==> src/rtl/rx_frame_pkg.sv <==
// Shared types and constants for the bit-stream frame synchroniser.
// Polarity resolution is enabled with BPSK_POLARITY_RESOLVE_EN.
package rx_frame_pkg;
  typedef enum logic [1:0] {
    HUNT    = 2'd0,
    LENGTH  = 2'd1,
    PAYLOAD = 2'd2
  } state_t;

  localparam logic [15:0] SYNC_WORD_DEF = 16'hD391;
  localparam int          LEN_WIDTH     = 8;
endpackage

==> src/rtl/sync_correlator.sv <==
// Popcount-threshold match of a shift window against the sync pattern.
// With BPSK_POLARITY_RESOLVE_EN the inverse pattern is matched as well.
module sync_correlator #(
  parameter int             W       = 16,
  parameter logic [W-1:0]   PATTERN = 16'hD391,
  parameter int             TOL     = 0
) (
  input  logic [W-1:0] i_shift,
  output logic         o_match
`ifdef BPSK_POLARITY_RESOLVE_EN
  ,
  output logic         o_match_inv
`endif
);
  localparam int CW = $clog2(W + 1);

  logic [CW-1:0] w_dist;

  always_comb begin
    w_dist = '0;
    for (int i = 0; i < W; i++) begin
      w_dist = w_dist + CW'(i_shift[i] ^ PATTERN[i]);
    end
  end

  assign o_match = (int'(w_dist) <= TOL);

`ifdef BPSK_POLARITY_RESOLVE_EN
  // Every bit that differs from PATTERN agrees with ~PATTERN.
  assign o_match_inv = (int'(W) - int'(w_dist) <= TOL);
`endif
endmodule

==> src/rtl/bit_frame_sync.sv <==
// Sync-word hunt, length/payload deframing and strobe timeout abort.
// Define BPSK_POLARITY_RESOLVE_EN to accept inverted streams.
module bit_frame_sync
  import rx_frame_pkg::*;
#(
  parameter int                    SYNC_WIDTH     = 16,
  parameter logic [SYNC_WIDTH-1:0] SYNC_WORD      = SYNC_WORD_DEF,
  parameter int                    SYNC_TOLERANCE = 0,
  parameter int                    TIMEOUT        = 1024
) (
  input  logic                 clk,
  input  logic                 reset_n,
  input  logic                 bit_in,
  input  logic                 bit_valid,
  output logic [LEN_WIDTH-1:0] byte_out,
  output logic                 byte_valid,
  output logic                 frame_start,
  output logic                 frame_end,
  output logic                 frame_abort,
  output logic                 locked
`ifdef BPSK_POLARITY_RESOLVE_EN
  ,
  output logic                 inverted
`endif
);
  localparam int FW = $clog2(SYNC_WIDTH + 1);
  localparam int TW = $clog2(TIMEOUT) + 1;

  state_t r_state, w_state_nxt;

  logic [SYNC_WIDTH-1:0] r_shift;
  logic [SYNC_WIDTH-1:0] w_shift_nxt;
  logic [FW-1:0]         r_fill;
  logic [2:0]            r_bit_cnt;
  logic [LEN_WIDTH-1:0]  r_data;
  logic [LEN_WIDTH-1:0]  r_byte_cnt;
  logic [LEN_WIDTH-1:0]  r_byte_out;
  logic [TW-1:0]         r_to_cnt;
  logic                  r_first;
  logic                  r_byte_valid;
  logic                  r_start;
  logic                  r_end;
  logic                  r_abort;
  logic                  r_inv;

  logic                 w_match, w_match_inv;
  logic                 w_armed, w_expire;
  logic                 w_lock, w_lock_inv;
  logic                 w_byte_done, w_frame_done;
  logic                 w_to_hunt;
  logic                 w_last_bit;
  logic [LEN_WIDTH-1:0] w_byte;

  assign w_shift_nxt = {r_shift[SYNC_WIDTH-2:0], bit_in};
  assign w_armed     = (r_fill >= FW'(SYNC_WIDTH - 1));
  assign w_last_bit  = bit_valid && (r_bit_cnt == 3'd7);
  assign w_byte      = {r_data[LEN_WIDTH-2:0], bit_in ^ r_inv};
  assign w_expire    = (r_state != HUNT) && !bit_valid &&
                       (r_to_cnt == TW'(TIMEOUT - 1));
  assign w_to_hunt   = (r_state != HUNT) && (w_state_nxt == HUNT);

  sync_correlator #(
    .W       (SYNC_WIDTH),
    .PATTERN (SYNC_WORD),
    .TOL     (SYNC_TOLERANCE)
  ) u_corr (
    .i_shift     (w_shift_nxt),
    .o_match     (w_match)
`ifdef BPSK_POLARITY_RESOLVE_EN
    ,
    .o_match_inv (w_match_inv)
`endif
  );

`ifndef BPSK_POLARITY_RESOLVE_EN
  assign w_match_inv = 1'b0;
`endif

  always_ff @(posedge clk or negedge reset_n) begin
    if (!reset_n) r_state <= HUNT;
    else          r_state <= w_state_nxt;
  end

  always_comb begin
    w_state_nxt  = r_state;
    w_lock       = 1'b0;
    w_lock_inv   = 1'b0;
    w_byte_done  = 1'b0;
    w_frame_done = 1'b0;
    unique case (r_state)
      HUNT: begin
        if (bit_valid && w_armed) begin
          // True polarity wins when both patterns match.
          w_lock     = w_match || w_match_inv;
          w_lock_inv = !w_match && w_match_inv;
          if (w_lock) w_state_nxt = LENGTH;
        end
      end
      LENGTH: begin
        if (w_expire) begin
          w_state_nxt = HUNT;
        end else if (w_last_bit) begin
          w_state_nxt = (w_byte == '0) ? HUNT : PAYLOAD;
        end
      end
      PAYLOAD: begin
        if (w_expire) begin
          w_state_nxt = HUNT;
        end else if (w_last_bit) begin
          w_byte_done = 1'b1;
          if (r_byte_cnt == 8'd1) begin
            w_frame_done = 1'b1;
            w_state_nxt  = HUNT;
          end
        end
      end
      default: w_state_nxt = HUNT;
    endcase
  end

  always_ff @(posedge clk or negedge reset_n) begin
    if (!reset_n) begin
      r_shift      <= '0;
      r_fill       <= '0;
      r_bit_cnt    <= '0;
      r_data       <= '0;
      r_byte_cnt   <= '0;
      r_byte_out   <= '0;
      r_to_cnt     <= '0;
      r_first      <= 1'b0;
      r_byte_valid <= 1'b0;
      r_start      <= 1'b0;
      r_end        <= 1'b0;
      r_abort      <= 1'b0;
      r_inv        <= 1'b0;
    end else begin
      r_byte_valid <= 1'b0;
      r_start      <= 1'b0;
      r_end        <= 1'b0;
      r_abort      <= w_expire;

      if (bit_valid) r_shift <= w_shift_nxt;

      if (w_to_hunt) begin
        r_fill <= '0;
      end else if (r_state == HUNT && bit_valid && !w_armed) begin
        r_fill <= r_fill + FW'(1);
      end

      if (r_state == HUNT) begin
        r_bit_cnt <= '0;
      end else if (bit_valid) begin
        r_bit_cnt <= r_bit_cnt + 3'd1;
        r_data    <= w_byte;
      end

      if (r_state == LENGTH && w_last_bit) begin
        r_byte_cnt <= w_byte;
        r_first    <= 1'b1;
      end

      if (w_byte_done) begin
        r_byte_out   <= w_byte;
        r_byte_valid <= 1'b1;
        r_start      <= r_first;
        r_end        <= w_frame_done;
        r_first      <= 1'b0;
        r_byte_cnt   <= r_byte_cnt - 8'd1;
      end

      if (r_state == HUNT || bit_valid || w_expire) begin
        r_to_cnt <= '0;
      end else begin
        r_to_cnt <= r_to_cnt + TW'(1);
      end

      if (w_lock)         r_inv <= w_lock_inv;
      else if (w_to_hunt) r_inv <= 1'b0;
    end
  end

  assign byte_out    = r_byte_out;
  assign byte_valid  = r_byte_valid;
  assign frame_start = r_start;
  assign frame_end   = r_end;
  assign frame_abort = r_abort;
  assign locked      = (r_state != HUNT);
`ifdef BPSK_POLARITY_RESOLVE_EN
  assign inverted    = r_inv;
`endif
endmodule

==> config.mk <==
export PLATFORM = sky130hd
export DESIGN_NAME = bit_frame_sync
export DESIGN_NICKNAME = d
export VERILOG_FILES = /design/src/rtl/rx_frame_pkg.sv /design/src/rtl/sync_correlator.sv /design/src/rtl/bit_frame_sync.sv
export SDC_FILE = /design/constraint.sdc
export NUM_CORES = 1
export LEC_CHECK = 0
export ABC_AREA = 1
export CORE_ASPECT_RATIO = 0.8
export CORE_UTILIZATION = 53
export CTS_CLUSTER_SIZE = 20
export DETAILED_ROUTE_END_ITERATION = 6
export PLACE_DENSITY = 0.74
export SLEW_MARGIN = 10
export SYNTH_ARGS = -nofsm -noshare
export SYNTH_HDL_FRONTEND = slang
export SYNTH_SLANG_ARGS = --single-unit
==> constraint.sdc <==
create_clock -name clk -period 8.15 [get_ports clk]
set_clock_uncertainty 0.2 [all_clocks]
set_input_delay 1.63 -clock clk [delete_from_list [all_inputs] [get_ports clk]]
set_output_delay 1.63 -clock clk [all_outputs]
set_load 0.02 [all_outputs]
After elaboration in Yosys (flattened, before gate mapping). Index checks and enable logic that the tools add are counted.

Bits in registers: 65. Input bits: 4. Output and inout port bits: 13.

$add $sub $neg: 19. Order comparisons: 2. Equal/unequal tests: 5. Mux-type cells: 32. Bitwise operators: 10. Reduce and logical (&&, ||, !) cells: 21.

Operators by type and width (number): $add A5 B1 Y5 (13); $mux W1 (16); $mux W2 (8); $mux W8 (2); $add A11 B1 Y11 const B (1); $eq A11 B10 Y1 const B (1); $mux W11 (1); $mux W5 (2); $reduce_bool A2 Y1 (5); $not A1 Y1 (9); $eq A8 B1 Y1 const B (1); $logic_and A1 B1 Y1 (8); $logic_not A8 Y1 (1); $sub A8 B1 Y8 const B (1); $mux W3 (2); $pmux W2 S3 (1); $add A5 B1 Y5 const B (1); $ge A5 B4 Y1 const B (1); $le A5 B1 Y1 const B (1); $logic_not A2 Y1 (2); $add A2 B1 Y3 (1); $add A3 B1 Y3 const B (1); $eq A3 B3 Y1 const B (1); $add A1 B1 Y2 (1); other kinds (6) (8).

Logic depth before layout (Yosys ltp). Gate-level depths: netlist (run 1).

Depth after elaboration: 24. Gate-level depth with buffers: 14. Gate-level depth less buffers: 14.

By module. Synthesis (run 1) repeated with hierarchy kept, for this count alone.

Cell total of the unflattened synthesis: 376. Area, all modules: 3331.9 um2.

By module, submodules not included: bit_frame_sync (instances 1, cells an instance 324, area each 2924.1 um2, seq. area each 1601.5 um2); sync_correlator (instances 1, cells an instance 52, area each 407.9 um2, seq. area each 0.0 um2).

Worst setup path before layout (run 1). No wires, ideal clock.

Kind: input to register. From: input bit_in. To: register r_state[0]. Arrival: 5.147 ns. Path slack: 2.720 ns. Cell stages on the path: 11. Path buffers: 0. Path through: inv_1 fa_1 fa_1 fa_1 fa_1 fa_1 ha_1 fa_1 nor4_1 nand4_1 o21ai_0.

Cells in the longest elaborated chain, start to end: 20.

Ends and longest elaborated chain: start, declared (line bit_frame_sync.sv:13) `input logic bit_in,`; $not A1 Y1 (no source line); $add A1 B1 Y2 (line sync_correlator.sv:22) `w_dist = w_dist + CW'(i_shift[i] ^ PATTERN[i]);`; $add A2 B1 Y3 (line sync_correlator.sv:22); $add A5 B1 Y5 (13 in series) (line sync_correlator.sv:22); $le A5 B1 Y1 (line sync_correlator.sv:26) `assign o_match = (int'(w_dist) <= TOL);`; $mux W2 (line bit_frame_sync.sv:96) `if (w_lock) w_state_nxt = LENGTH;`; $mux W2 (line bit_frame_sync.sv:92) `if (bit_valid && w_armed) begin`; $pmux W2 S3 (line bit_frame_sync.sv:90) `unique case (r_state)`; named net w_state_nxt[0] (line bit_frame_sync.sv:29) `state_t r_state, w_state_nxt;`; end signal, assigned (line bit_frame_sync.sv:81) `else r_state <= w_state_nxt;`; end, declared (line bit_frame_sync.sv:29).

The timed path passes the listed nets, and every way through them passes these cells. A chain may end at the register's enable or synchronous reset.

Worst setup path after layout (run 1). Ends and elaborated chain as after synthesis.

==> results of run 1 <==
-- state kept, by name, summed over array words and instances (netlist names), 2 cells and up --
| register | count |
|---|---|
| r_state | 2 |
| byte_out | 8 |
| r_bit_cnt | 3 |
| r_fill | 5 |
| r_data | 7 |
| r_byte_cnt | 8 |
| r_to_cnt | 11 |
| r_shift | 15 |
-- through the flow --
step,std cells,area [sq um],utilization (%),setup WS (ps),power (mW)
2_1_floorplan,356,3210,-,2720,0.694
3_3_place_gp,445,3440,61.0,2110,0.761
3_5_place_dp,445,3440,61.0,2030,0.804
4_1_cts,460,3620,64.1,2380,1.04
5_1_grt,460,3620,64.1,2150,1.13
6_report,460,3620,64.1,2390,1.04
-- area by class of cell --
cell class	instances	share of cell area (%)
Inverter	57	5.99
Clock buffer	12	4.29
Tap cell	78	2.70
Clock inverter	3	0.484
Timing Repair Buffer	18	4.71
Multi-Input combinational cell	228	37.5
Sequential cell	64	44.3
-- path summary, 6_finish.rpt --
path	cells past startpoint	start	slack [ps]	endpoint
min reg2reg	1	r_to_cnt[0]	270	r_to_cnt[0]
max reg2reg	10	r_shift[0]	3920	r_state[0]
max in group asynchronous	2	reset_n	5980	r_shift[4]
min	1	r_to_cnt[0]	270	r_to_cnt[0]
min in group asynchronous	2	reset_n	1250	r_to_cnt[3]
max	12	bit_in	2390	r_state[0]
-- metal layers --
| metal | up-vias | routed length (microns) |
|---|---|---|
| met1 | 1093 | 2810 |
| met2 | 53 | 2710 |
| met3 | 10 | 299 |
| met5 | - | 0 |
| li1 | 1162 | - |
| met4 | 0 | 90 |
-- cell usage in the layout (no fill, tap or decap), types with 2 or more instances in the layout --
| cell | n |
|---|---|
| nand2_1 | 75 |
| dfrtp_1 | 64 |
| inv_1 | 54 |
| o21ai_0 | 40 |
| nor2_1 | 31 |
| clkdlybuf4s50_1 | 15 |
| ha_1 | 12 |
| nand3_1 | 11 |
| clkbuf_8 | 11 |
| fa_1 | 10 |
| a21oi_1 | 8 |
| xor2_1 | 5 |
| o211ai_1 | 5 |
| nor2_4 | 4 |
| nand2_2 | 4 |
| nor2_2 | 3 |
| nand4_1 | 3 |
| nor3_1 | 3 |
| inv_2 | 2 |
| nor3b_1 | 2 |
| a21oi_2 | 2 |
| o21ai_1 | 2 |
| clkinv_2 | 2 |
| buf_4 | 2 |
-- worst max-delay path: stages --
cell and delay, ps:
clkdlybuf4s50_1 480, inv_1 120, fa_1 570, fa_1 430, fa_1 490, fa_1 530, fa_1 410, ha_1 230
fa_1 430, nor4_1 250, nand4_1 100, o21ai_0 140
-- cell families after synthesis --
group / synth area share (%)
XOR/XNOR: 1.64
flip-flops: 49.9
AO/OA/AOI/OAI: 10.6
adder cells (fa/ha/maj): 10.9
buffers and inverters: 7.80
AND/OR/NAND/NOR: 19.1
-- power breakdown --
group          internal (mW)  switching, mW
Sequential             0.370         0.0384
Combinational          0.153          0.237
Clock                  0.124          0.114
Total                  0.647          0.389
==> results.yml, run 1 <==
critical_path:
  required_ps: 8210
  path_max_fanout: 5
  crit_path_end_kind: "flop"
  worstSetupPathType: "in2reg"
  crit_arrival_ps: 5820
  critPathLaunchType: "input port"
cells_and_area:
  fin_nets: 404
  regArea_sq_um: 1600
  fillers: 500
  multi_input_area_sq_um: 1360
  syn2layout_area_growth_pct: 12.7
  drive_gt1_share_pct: 9.16
  antennaDiodeCount: 0
grt:
  met1_usage_pct: 29.8
  grt_max_degree: 65
  busiest_layer: "met2"
  grt_pass1_vias: 2187
  overflow: 0
  grtUsageTotal_pct: 21.4
  gr-usage-met3_pct: 6.57
  grt_pass1_wl_microns: 10200
  antenna_found_initial: 0
  grt_use_met2_pct: 32.1
power_and_ir_drop:
  p_leak_nw: 1.75
  ir_drop_mv: 0.138
  p_per_area_nw_per_um2: 287
floorplanning:
  initial_core_util_pct: 56.8
  die_area_sq_um: 6370
  core-area_sq_um: 5650
  io_pins: 17
  die_w_microns: 89
  row_count: 24
  die-height_microns: 71.6
synthesis:
  synth_common_cells: "75 x nand2_1, 64 x dfrtp_1, 54 x inv_1"
  yosysTopAreaCell: "dfrtp_1"
  synth_nets: 382
  syn_inst: 356
  synth_seq_cells: 64
  ys_seq_area_share_pct: 49.9
  avgSynthCellArea_sq_um: 9.01
  syn_area_sq_um: 3210
  async_reset_ff_share_pct: 100
  synth.distinct_cells: 32
  ys.flop_type: "dfrtp_1"
  ys_warn_count: 0
  synth_most_common_cell: "nand2_1"
  synth_top_area_share_pct: 49.9
  synth_area_leaders: "dfrtp_1 50%, nand2_1 8.8%, inv_1 6.3%, fa_1 6.2%, o21ai_0 6.2%"
  synth_edf_count: 0
run_status:
  outcome: "finished clean"
sta:
  clock.fmax_mhz: 174
  worstMarginPinSlew_ps: 782
  finalHoldViolCount: 0
  fin_crit_sh_pct: 70.7
  fin_tns_setup_ps: 0
  setup_violations: 0
  whs_ps: 266
  maxSlewViolCount: 0
  relSlewSlack_pct: 47.9
  finalCriticalPeriod_ps: 5760
  rsz0062_at_grt: "false"
hold_path:
  hold_path_class: "reg2reg"
clocking:
  cts_tree: "built"
  cts_hold_buf: 0
  clkTransAtPathRegs_ps: 70
  clkSinkCount: 64
  clk_path_buf_depth: 2
  cts_setup_buffers: 0
  cts_root_buffer: "clkbuf_8"
  h-tree-depth: 3
  cts-resized-gates: 0
  insertion_delay_ps: 340
  cts_made_buffers: 9
routing:
  wl_per_cell_microns: 12.8
  drt_first_pass_iters: 4
  detail-route-antenna-nets: 0
  routed_via_density: 5.04
  drt-initial-drc-count: 139
  drc_errors: 0
  dr_total_vias: 2318
  wl_microns: 5910
placed_design:
  io_buffers: 16
  place_congestion: 0.849
  place_hpwl_microns: 4320
run:
  cap_violations: 0
No activity file was read; power rests on OpenSTA's default activity.
==> run 2: changes to the inputs <==
--- a/config.mk
+++ b/config.mk
@@ -10,7 +10,7 @@
 export CORE_UTILIZATION = 53
 export CTS_CLUSTER_SIZE = 20
 export DETAILED_ROUTE_END_ITERATION = 6
-export PLACE_DENSITY = 0.74
+export PLACE_DENSITY = 0.77
 export SLEW_MARGIN = 10
 export SYNTH_ARGS = -nofsm -noshare
 export SYNTH_HDL_FRONTEND = slang
==> constraint.sdc (replaced) <==
create_clock -name clk -period 5.3 [get_ports clk]
set_clock_uncertainty 0.2 [all_clocks]
set_input_delay 1.06 -clock clk [delete_from_list [all_inputs] [get_ports clk]]
set_output_delay 1.06 -clock clk [all_outputs]
set_load 0.02 [all_outputs]
==> run 2 against run 1 <==
Routed wire length grew 0.73%. Via count up 0.78%. Core utilization rose by 0.64 points. Global-route usage rose by 0.64 points. Design area increased by 1.0%. Cell count increased by 0.65%.
==> results.yml, run 2 (synthesis results as in run 1) <==
floorplanning:
  core-area_sq_um: 5650
  die_w_microns: 89
  io_pins: 17
  row_count: 24
  die-height_microns: 71.6
  die_area_sq_um: 6370
  initial_core_util_pct: 56.8
cells_and_area:
  syn2layout_area_growth_pct: 13.8
  top_regs: "r_shift x15, r_to_cnt x11"
  regArea_sq_um: 1600
  fillers: 486
  largest_reg_flops: 15
  layout_common_cells: "75 x nand2_1, 64 x dfrtp_1, 54 x inv_1"
  layout_commonest_cell: "nand2_1"
  multi_input_area_sq_um: 1360
  fin_nets: 406
  fin_cells: 463
  regMostFlops: "r_shift"
  drive_gt1_share_pct: 10.1
  antennaDiodeCount: 0
grt:
  grtUsageTotal_pct: 22.0
  grt_max_degree: 65
  grt_pass1_wl_microns: 10500
  grt_pass1_vias: 2322
  overflow: 0
  antenna_found_initial: 0
clocking:
  cts_setup_buffers: 0
  cts_hold_buf: 0
  clkSinkCount: 64
  h-tree-depth: 3
  cts-resized-gates: 0
  clkTransAtPathRegs_ps: 70
  cts_tree: "built"
  cts_root_buffer: "clkbuf_8"
  insertion_delay_ps: 340
  cts_made_buffers: 9
  clk_path_buf_depth: 2
power_and_ir_drop:
  p_per_area_nw_per_um2: 455
  ir_drop_mv: 0.344
  p_leak_nw: 1.76
  total_power_mw: 1.66
critical_path:
  max_stage_delay_ps: 550
  required_ps: 5360
  reg2reg_setup_slack_ps: 1100
  path_max_fanout: 2
  r2r_start: "r_shift[0]"
  worst_path_max_delay_cell: "fa_1"
  rr_endpoint: "r_state[0]"
  worstPathCellList: "clkdlybuf4s50_1 -> inv_1 -> fa_1 -> fa_1 -> fa_1 -> fa_1 -> fa_1 -> ha_1 -> fa_1 -> nor4_2 -> nand4_1 -> o21ai_0"
  worstRegToRegCells: 10
  worstSetupPathType: "in2reg"
  crit_path_end_kind: "flop"
  critPathLaunchType: "input port"
  crit_top_cell: "fa_1"
  crit_arrival_ps: 5150
routing:
  wl_microns: 5950
  drt-initial-drc-count: 130
  drt_first_pass_iters: 4
  drc_errors: 0
  wl_per_cell_microns: 12.9
  detail-route-antenna-nets: 0
  routed_via_density: 5.05
  dr_total_vias: 2336
sta:
  setup_violations: 0
  clock.fmax_mhz: 197
  worstMarginPinSlew_ps: 791
  maxSlewViolCount: 0
  whs_ps: 270
  fin_crit_sh_pct: 96.0
  relSlewSlack_pct: 47.3
  rsz0062_at_grt: "false"
  finalHoldViolCount: 0
  finalCriticalPeriod_ps: 5090
placed_design:
  io_buffers: 16
  place_hpwl_microns: 4270
  place_congestion: 0.812
  dp.cells: 447
run_status:
  outcome: "finished clean"
hold_path:
  min-delay-start: "r_to_cnt[0]"
  hold_path_class: "reg2reg"
  hold_depth: 1
  whs_endpoint: "r_to_cnt[0]"
run:
  cap_violations: 0
run 2: changes by cell type in the layout (fill, tap and decap cells not counted):
cell / previous run / this run
buf_4: 2 / 4
clkbuf_8: 11 / 9
bufinv_16: 0 / 1
clkinv_2: 2 / 3
clkinvlp_4: 1 / 2
nor4_1: 1 / 0
nor4_2: 0 / 1
run 2: metal layers:
layer,routed length (microns),track usage (%),vias up
met1,2860,28.8,1128
met3,213,6.22,8
met4,80,7.41,0
li1,-,-,1166
met2,2800,35.6,34
met5,0,0,-
run 2: layout make-up:
class	count	share of cell area (%)
multi-input combinational	228	37.3
tap	78	2.67
timing repair buffer	20	5.07
inverter	57	5.93
clock inverter	6	1.64
clock buffer	10	3.49
sequential	64	43.9
run 2: power breakdown:
group          internal (mW)  total (mW)  switching [mW]
registers              0.568       0.631          0.0627
logic                  0.260       0.628           0.368
clock network          0.215       0.403           0.189
run 2: how the worst max path moves through the flow:
stage / depth (start not counted) / from / end
6_report: 12 / bit_in / r_state[0]
5_1_grt: 12 / bit_in / r_state[0]
4_1_cts: 12 / bit_in / r_state[0]
3_5_place_dp: 12 / bit_in / r_state[0]
3_3_place_gp: 12 / bit_in / r_state[0]
2_1_floorplan: 11 / bit_in / r_state[0]
run 2: critical path, delay by kind of cell:
kind,cells,cell delay (ps)
simple gates,2,250
fa+ha+maj,7,3110
buf+inv,2,560
compound gates,1,160
run 2: stage by stage:
step | area (sq um) | worst slack [ps] | setup TNS [ps] | util (%)
floorplan | 3210 | 440 | 0 | -
global placement | 3460 | -140 | -140 | 61.3
detailed placement | 3460 | -252 | -252 | 61.3
CTS | 3650 | 79.0 | 0 | 64.6
global route | 3650 | 47.5 | 0 | 64.7
finish | 3650 | 213 | 0 | 64.7
==> run 3: changes to the inputs <==
--- a/config.mk
+++ b/config.mk
@@ -10,7 +10,8 @@
 export CORE_UTILIZATION = 53
 export CTS_CLUSTER_SIZE = 20
 export DETAILED_ROUTE_END_ITERATION = 6
-export PLACE_DENSITY = 0.77
+export DONT_BUFFER_PORTS = 1
+export PLACE_DENSITY = 0.73
 export SLEW_MARGIN = 10
 export SYNTH_ARGS = -nofsm -noshare
 export SYNTH_HDL_FRONTEND = slang
==> run 3 against run 2 <==
First-iteration DRC count fell by 12%. Critical path type unchanged. Largest power group unchanged. Global-route usage fell by 0.93 points. Via count fell by 4.8%. Core utilization fell by 2.7 points. Sequential power barely moved. Critical path depth fell by 1. Setup slack improved by 370 ps. Largest cell class unchanged.
==> results.yml, run 3 (synthesis results as in run 1) <==
clocking:
  cts_root_buffer: "clkbuf_8"
  cts_tree: "built"
  clk_path_buf_depth: 2
  cts-resized-gates: 0
  cts_hold_buf: 0
  insertion_delay_ps: 340
  h-tree-depth: 3
  cts_setup_buffers: 0
  clkTransAtPathRegs_ps: 70
  cts_made_buffers: 9
  clkSinkCount: 64
hold_path:
  hold_path_class: "in2async"
critical_path:
  crit_arrival_ps: 4780
  worstSetupPathType: "in2reg"
  critPathTopFamily: "adder cells"
  path_max_fanout: 2
  worstPathCellList: "inv_1 -> fa_1 -> fa_1 -> fa_1 -> fa_1 -> fa_1 -> ha_1 -> fa_1 -> nor4_1 -> nand4_1 -> o21ai_0"
  crit_start: "bit_in"
  r2r_start: "r_shift[0]"
  worstRegToRegCells: 10
  reg2reg_setup_slack_ps: 970
  crit_path_end_kind: "flop"
  crit_top_cell: "fa_1"
  required_ps: 5360
  crit_end: "r_state[0]"
  critPathLaunchType: "input port"
  cp.depth: 11
  worst_path_max_delay_cell: "fa_1"
  max_stage_delay_ps: 550
  rr_endpoint: "r_state[0]"
  path_buf_inv: 1
routing:
  wl_microns: 5840
  drt-initial-drc-count: 115
  drc_errors: 0
  routed_via_density: 5.01
  dr_total_vias: 2225
  wl_per_cell_microns: 13.2
  detail-route-antenna-nets: 0
  drt_first_pass_iters: 6
sta:
  worstMarginPinSlew_ps: 474
  finalHoldViolCount: 0
  clock.fmax_mhz: 212
  rsz0062_at_grt: "false"
  finalCriticalPeriod_ps: 4720
  fin_crit_sh_pct: 89.0
  fin_tns_setup_ps: 0
  final.setup.worst_slack_ps: 584
  maxSlewViolCount: 0
  setup_violations: 0
  relSlewSlack_pct: 68.3
placed_design:
  place_hpwl_microns: 4150
  place_congestion: 0.814
  dp_slack_ps: 245
  io_buffers: 0
cells_and_area:
  fillers: 499
  antennaDiodeCount: 0
  layout_commonest_cell: "nand2_1"
  fin_nets: 387
  largest_reg_flops: 15
  regMostFlops: "r_shift"
  drive_gt1_share_pct: 9.56
  layout_common_cells: "75 x nand2_1, 64 x dfrtp_1, 54 x inv_1"
  top_regs: "r_shift x15, r_to_cnt x11"
  syn2layout_area_growth_pct: 9.04
grt:
  grt_max_degree: 65
  grtUsageTotal_pct: 21.1
  grt_pass1_wl_microns: 9890
  grt_pass1_vias: 2198
  overflow: 0
  antenna_found_initial: 0
power_and_ir_drop:
  p_per_area_nw_per_um2: 475
  ir_drop_mv: 0.247
  p_leak_nw: 1.71
floorplanning:
  io_pins: 17
  die-height_microns: 71.6
  initial_core_util_pct: 56.8
  die_area_sq_um: 6370
  die_w_microns: 89
  core-area_sq_um: 5650
  row_count: 24
run_status:
  outcome: "finished clean"
run:
  cap_violations: 0
==> run 3: cell count changes in the layout (fill, tap and decap cells not counted), sizes merged <==
cell	previous run	this run
clkdlybuf4s50	15	0
buf	5	1
bufinv	1	2
clkbuf	10	9
clkinvlp	2	1
inv	57	58
==> run 3: final cells by class <==
cell class / count / area [sq um] / share of cell area [%]
clock inverters: 7 / 95.1 / 2.72
inverters: 57 / 216 / 6.19
clock buffers: 9 / 124 / 3.54
flip-flops and latches: 64 / 1600 / 45.8
well taps: 78 / 97.6 / 2.79
repair buffers: 1 / 7.51 / 0.215
multi-input cells: 228 / 1360 / 38.8
==> run 3: how the worst min path moves through the flow <==
stage,to,startpoint
2_1_floorplan,r_to_cnt[0],r_to_cnt[0]
3_3_place_gp,r_to_cnt[0],r_to_cnt[0]
3_5_place_dp,r_shift[9],r_shift[8]
4_1_cts,r_to_cnt[4],reset_n
5_1_grt,r_to_cnt[2],reset_n
6_report,r_to_cnt[4],reset_n
==> run 3: per-layer routing <==
metal  global-route usage (%)  vias up  part of all wire (%)
li1                         -     1135                     -
met1                     28.1     1028                    47
met2                     32.6       51                    47
met3                     6.68       11                   5.0
met4                     7.94        0                   1.7
met5                        0        -                     0
==> run 3: per-stage QoR <==
stage	instances	total power [mW]	cell area, sq um	utilization (%)	hold slack, ps
4_1_cts	444	1.68	3500	62.0	191
5_1_grt	444	1.79	3500	62.0	181
3_5_place_dp	428	1.21	3280	58.1	269
3_3_place_gp	428	1.15	3280	58.1	254
2_1_floorplan	356	1.07	3210	-	233
6_report	444	1.66	3500	62.0	205
==> run 3: report_power, final <==
part	switching, mW	internal [mW]
combinational	0.346	0.227
sequential	0.0612	0.568
clock	0.195	0.265
total	0.603	1.06
